--- config.mk ---
export PLATFORM = sky130hd
export DESIGN_NAME = vdma_rst_seq
export DESIGN_NICKNAME = d
export VERILOG_FILES = /design/src/rtl/vdma_rst_pkg.sv /design/src/rtl/vdma_sync_nstage.sv /design/src/rtl/vdma_rst_seq.sv
export SDC_FILE = /design/constraint.sdc
export NUM_CORES = 1
export LEC_CHECK = 0
export ABC_AREA = 1
export BUFFER_PORTS_ARGS = -buffer_cell sky130_fd_sc_hd__buf_2
export CORE_UTILIZATION = 50
export CTS_CLUSTER_DIAMETER = 200
export DETAILED_ROUTE_END_ITERATION = 10
export PLACE_DENSITY_LB_ADDON = 0.2
export SLEW_MARGIN = 20
export SYNTH_ARGS = -nofsm -noshare
export SYNTH_HDL_FRONTEND = slang
export SYNTH_SLANG_ARGS = --single-unit
--- constraint.sdc ---
create_clock -name sys_clk_i -period 1.3 [get_ports sys_clk_i]
set_input_delay 0.065 -clock sys_clk_i [delete_from_list [all_inputs] [get_ports sys_clk_i]]
set_output_delay 0.065 -clock sys_clk_i [all_outputs]
set_load 0.005 [all_outputs]
--- src/rtl/vdma_rst_pkg.sv ---
// rtl/vdma_rst_pkg.sv - shared types and sizing helpers for the VDMA reset sequencer
package vdma_rst_pkg;

    typedef enum logic [1:0] {
        ST_ASSERT  = 2'd0,
        ST_HOLD    = 2'd1,
        ST_RELEASE = 2'd2,
        ST_DONE    = 2'd3
    } rst_state_e;

    // Counter must reach max(hold, step) - 1; never narrower than one bit.
    function automatic int cnt_width(input int hold_cycles, input int step_cycles);
        int m;
        m = (hold_cycles > step_cycles) ? hold_cycles : step_cycles;
        return (m > 1) ? $clog2(m) : 1;
    endfunction

    function automatic int idx_width(input int num_out);
        return (num_out > 1) ? $clog2(num_out) : 1;
    endfunction

endpackage

--- src/rtl/vdma_sync_nstage.sv ---
// rtl/vdma_sync_nstage.sv - one-bit N-stage synchroniser, async clear to 0 (asserted request)
module vdma_sync_nstage #(
    parameter int STAGES = 2
) (
    input  logic clk_i,
    input  logic rstn_i,
    input  logic d_i,
    output logic q_o
);

    logic [STAGES-1:0] sync_q;

    always_ff @(posedge clk_i or negedge rstn_i) begin
        if (!rstn_i) begin
            sync_q <= '0;
        end else begin
            sync_q <= {sync_q[STAGES-2:0], d_i};
        end
    end

    assign q_o = sync_q[STAGES-1];

endmodule

--- src/rtl/vdma_rst_seq.sv ---
// rtl/vdma_rst_seq.sv - reset sequencer top; VDMA_RST_SEQ_SW_REQ_EN adds the software reset request/ack
module vdma_rst_seq
    import vdma_rst_pkg::*;
#(
    parameter int NUM_SRC     = 3,
    parameter int NUM_OUT     = 3,
    parameter int SYNC_STAGES = 2,
    parameter int HOLD_CYCLES = 16,
    parameter int STEP_CYCLES = 4
) (
    input  logic               sys_clk_i,
    input  logic               rstn_i,
    input  logic [NUM_SRC-1:0] rst_req_n_i,
`ifdef VDMA_RST_SEQ_SW_REQ_EN
    input  logic               sw_rst_req_i,
    output logic               sw_rst_ack_o,
`endif
    output logic [NUM_OUT-1:0] rstn_o,
    output logic               seq_done_o
);

    localparam int CNT_W = cnt_width(HOLD_CYCLES, STEP_CYCLES);
    localparam int IDX_W = idx_width(NUM_OUT);
    localparam logic [CNT_W-1:0] HOLD_LAST = CNT_W'(HOLD_CYCLES - 1);
    localparam logic [CNT_W-1:0] STEP_LAST = CNT_W'(STEP_CYCLES - 1);
    localparam logic [IDX_W-1:0] IDX_LAST  = IDX_W'(NUM_OUT - 1);

    logic [NUM_SRC-1:0] req_sync;
    logic               src_ok;
    logic               done_rise;

    rst_state_e         state_q;
    logic [CNT_W-1:0]   cnt_q;
    logic [IDX_W-1:0]   idx_q;
    logic [NUM_OUT-1:0] rstn_q;
    logic               done_q;

    for (genvar g = 0; g < NUM_SRC; g++) begin : g_sync
        vdma_sync_nstage #(
            .STAGES (SYNC_STAGES)
        ) u_sync (
            .clk_i  (sys_clk_i),
            .rstn_i (rstn_i),
            .d_i    (rst_req_n_i[g]),
            .q_o    (req_sync[g])
        );
    end

`ifdef VDMA_RST_SEQ_SW_REQ_EN
    assign src_ok = (&req_sync) & ~sw_rst_req_i;
`else
    assign src_ok = &req_sync;
`endif

    // Edge on which seq_done_o will rise; shared by the FSM and the software ack.
    assign done_rise = src_ok &&
        (((state_q == ST_HOLD) && (cnt_q == HOLD_LAST) && (NUM_OUT == 1)) ||
         ((state_q == ST_RELEASE) && (cnt_q == STEP_LAST) && (idx_q == IDX_LAST)));

    always_ff @(posedge sys_clk_i or negedge rstn_i) begin
        if (!rstn_i) begin
            state_q <= ST_ASSERT;
            cnt_q   <= '0;
            idx_q   <= '0;
            rstn_q  <= '0;
            done_q  <= 1'b0;
        end else if (!src_ok) begin
            state_q <= ST_ASSERT;
            cnt_q   <= '0;
            idx_q   <= '0;
            rstn_q  <= '0;
            done_q  <= 1'b0;
        end else begin
            case (state_q)
                ST_ASSERT: begin
                    state_q <= ST_HOLD;
                    cnt_q   <= '0;
                end
                ST_HOLD: begin
                    if (cnt_q == HOLD_LAST) begin
                        rstn_q[0] <= 1'b1;
                        cnt_q     <= '0;
                        if (NUM_OUT == 1) begin
                            state_q <= ST_DONE;
                            done_q  <= 1'b1;
                        end else begin
                            idx_q   <= IDX_W'(1);
                            state_q <= ST_RELEASE;
                        end
                    end else begin
                        cnt_q <= cnt_q + 1'b1;
                    end
                end
                ST_RELEASE: begin
                    if (cnt_q == STEP_LAST) begin
                        rstn_q <= rstn_q | (NUM_OUT'(1) << idx_q);
                        cnt_q  <= '0;
                        if (idx_q == IDX_LAST) begin
                            state_q <= ST_DONE;
                            done_q  <= 1'b1;
                        end else begin
                            idx_q <= idx_q + 1'b1;
                        end
                    end else begin
                        cnt_q <= cnt_q + 1'b1;
                    end
                end
                default: begin
                    state_q <= ST_DONE;
                end
            endcase
        end
    end

`ifdef VDMA_RST_SEQ_SW_REQ_EN
    logic pend_q, pend_d;
    logic ack_q, ack_d;

    // Hardware requests leave the flag alone so the ack still follows the replay.
    always_comb begin
        pend_d = sw_rst_req_i | (pend_q & ~done_rise);
        ack_d  = done_rise & pend_q;
    end

    always_ff @(posedge sys_clk_i or negedge rstn_i) begin
        if (!rstn_i) begin
            pend_q <= 1'b0;
            ack_q  <= 1'b0;
        end else begin
            pend_q <= pend_d;
            ack_q  <= ack_d;
        end
    end

    assign sw_rst_ack_o = ack_q;
`endif

    assign rstn_o     = rstn_q;
    assign seq_done_o = done_q;

endmodule
==> flow_summary_export.csv <==
group,metric,value,unit
status,status,"complete, but fails checks",
status,violations,"setup timing",
sta,tightest_slew,0.4098,ns
die,ioPinCount,9,
power,finalPower,0.001045,W
die,dieArea,2059,um2
yosys,synth_async_sr_flop_share,100.0,%
sta,fmax,746.2,MHz
routing,viasPerCell,5.050,
grt,grt-ovfl-total,0,
final_layout,fin_nets,148,
routing,drtPass1Iterations,4,
grt,antenna_found_initial,0,
yosys,yosysSeqAreaShare,47.87,%
final_layout,utilization,69.46,%
clock_network,clk_pin_slew_worst_paths,0.12,ns
power,powerDensity,861.6,nW/um2
routing,wl,1926,um
critical_path,critPathKind,"flip-flop to flip-flop",
yosys,synth_flop_cell,"dfrtp_1",
clock_network,clock_sinks,18,
sta,period_share,103.1,%
clock_network,htree_levels,1,
final_layout,n_antenna_cell,0,
sta,finalSetupViolCount,2,
final_layout,nFillCells,138,
yosys,synth_top_cells_by_count,"nand2_1 (32), dfrtp_1 (18), inv_1 (13), nand3_1 (11), ha_1 (7)",
critical_path,path_cells,"buf_6, ha_4, inv_2, nand4_1, nand2_1, nand2_2, nand3_1, nand2_1",
critical_path,timing.critical_path.mode_cell,"nand2_1",
routing,drt_iter0_markers,17,
clock_network,cts_buffer_depth,2,
critical_path,endpoint_kind,"flip-flop",
final_layout,areaGrowthSynthToFinish,28.86,%
job,drv_cap,0,
yosys,syn_area_per_cell,8.477,um2
routing,via_count,808,
critical_path,crit_path_top_delay_cell,"dfrtp_1",
sta,min_period,1.340,ns
routing,drc_errors,0,
sta,setup_ws,-0.04005,ns
yosys,syn_inst,111,
yosys,ys_types,20,
yosys,synth_edf_count,0,
clock_network,cts_root_buf,"clkbuf_4",
clock_network,cts_inserted_buffers,3,
yosys,yosysTopAreaCell,"dfrtp_1",
die,core-area,1745,um2
sta,rsz0062_at_grt,"true",
placement,dp.final_hpwl,1368,um
critical_path,crit_path_max_incr_delay,0.43,ns
grt,grt_max_degree,19,
routing,antenna_left,0,
sta,max_slew_margin,72.68,%
sta,slew_viol_final,0,
critical_path,crit_path_start_kind,"flip-flop",
sta,fin_worst_skew,0.01734,ns
placement,placed_area,1067,um2
final_layout,stdcell_area,1212,um2
power,peakVddDrop,0.6770,mV
yosys,synth_area_leaders,"dfrtp_1 (48%), nand2_1 (13%), ha_1 (9.3%)",
routing,avgRoutedWirePerCell,12.04,um
yosys,synth_top_area_share,47.87,%
yosys,ys_seq_elements,18,
sta,hold_viol_final,0,
min_path,hp-class,"input pin to async pin",
yosys,synth.most_common_cell,"nand2_1",
die,fp.dieH,45.38,um
critical_path,cp.arrival,1.54,ns
grt,grt_pass1_vias,753,
die,row_count,15,
clock_network,clock_latency,0.32,ns
placement,globalplace.congestion,0.8347,
die,die_x,45.38,um
placement,pre_cts_slack,-0.08043,ns
final_layout,layout-drive-gt1-share,31.11,%
placement,io_buffers,8,
die,initial_core_util,53.91,%
grt,grt.total_usage,21.15,%
critical_path,crit_fanout,4,
clock_network,cts_tree,"yes",
yosys,syn_nets,123,
critical_path,cp.required,1.50,ns
grt,grt_pass1_wl,3042,um
yosys,yosys_warnings,0,
power,total_leakage_power,0.6122,nW
yosys,syn_area,940.9,um2
## layout make-up
type / count / area (um2) / share of cell area [%]
clock buffers: 4 / 36.28 / 2.993
repair buffers: 21 / 151.4 / 12.49
flip-flops and latches: 18 / 450.4 / 37.15
well taps: 25 / 31.28 / 2.580
inverters: 14 / 53.80 / 4.438
multi-input cells: 78 / 489.2 / 40.35
## state kept, by name, indices dropped and copies added (netlist names)
signal / count
seq_done_o: 1
cnt_q: 4
g_sync.u_sync.sync_q: 6
state_q: 2
idx_q: 2
rstn_o: 3
## critical path, delay by kind of cell (launching register included)
kind	cells	cell delay, ns
AND/OR/NAND/NOR	5	0.45
flip-flops	1	0.43
buffers and inverters	2	0.18
adder cells (fa/ha/maj)	1	0.16
## cells in the final DEF (no fill, tap or decap), drive strengths merged
cell | Yosys | routed
nand2 | 34 | 34
dfrtp | 18 | 18
buf | 1 | 17
inv | 13 | 13
nand3 | 13 | 13
nor2 | 9 | 9
ha | 7 | 7
a21oi | 6 | 6
dlygate4sd3 | 0 | 4
clkbuf | 0 | 4
nand4 | 3 | 3
o21ai | 3 | 3
nand3b | 1 | 1
xor2 | 1 | 1
clkinv | 1 | 1
and3 | 1 | 1
## power breakdown
group / internal [W] / switching [W]
Combinational: 0.0000411 / 0.0000563
Sequential: 0.000574 / 0.0000106
Clock: 0.000171 / 0.000191
Total: 0.000786 / 0.000258
## kinds of logic after synthesis
logic type               count (synthesis)  share of synthesized area (%)
buffers and inverters                   15                          6.249
XOR/XNOR                                 1                         0.9310
flip-flops                              18                          47.87
adder cells (fa/ha/maj)                  7                          9.308
AO/OA/AOI/OAI                            9                          5.185
AND/OR/NAND/NOR                         61                          30.45
## metrics by stage
| step | hold WS [ns] | setup TNS [ns] | std cells |
|---|---|---|---|
| 5_1_grt | 0.2468 | -0.4953 | 160 |
| 3_5_place_dp | 0.02010 | -0.4303 | 151 |
| 4_1_cts | 0.2122 | -0.009619 | 160 |
| 6_report | 0.1934 | -0.05511 | 160 |
| 3_3_place_gp | 0.01192 | -0.1067 | 151 |
| 2_1_floorplan | -0.2306 | 0 | 111 |
## path summary, 6_finish.rpt
kind,cells after the start,slack [ns],endpoint,start
setup / recovery,8,-0.04,idx_q[0],state_q[0]
hold / removal,2,0.19,g_sync[0].u_sync.sync_q[1],rstn_i
setup reg to reg,8,-0.04,idx_q[0],state_q[0]
hold reg to reg,0,0.35,g_sync[0].u_sync.sync_q[1],g_sync[0].u_sync.sync_q[0]
max in group asynchronous,2,0.80,g_sync[0].u_sync.sync_q[0],rstn_i
min in group sys_clk_i,0,0.35,g_sync[0].u_sync.sync_q[1],g_sync[0].u_sync.sync_q[0]
## per-layer routing
metal | wire length [um] | vias up | GRT usage [%]
met5 | 0 | - | 0
met4 | 42 | 0 | 12.73
met3 | 81 | 5 | 2.381
met2 | 984 | 26 | 34.57
met1 | 818 | 376 | 26.65
li1 | - | 401 | -
## what timing repair did
action,CTS,global route
setup endpoints to repair,11,11
pin swaps,3,3
endpoints found under the hold margin,21,0
buffers inserted,1,0
gates resized for setup,10,8
hold buffers,4,0
Power figures use the tool's default switching activity.
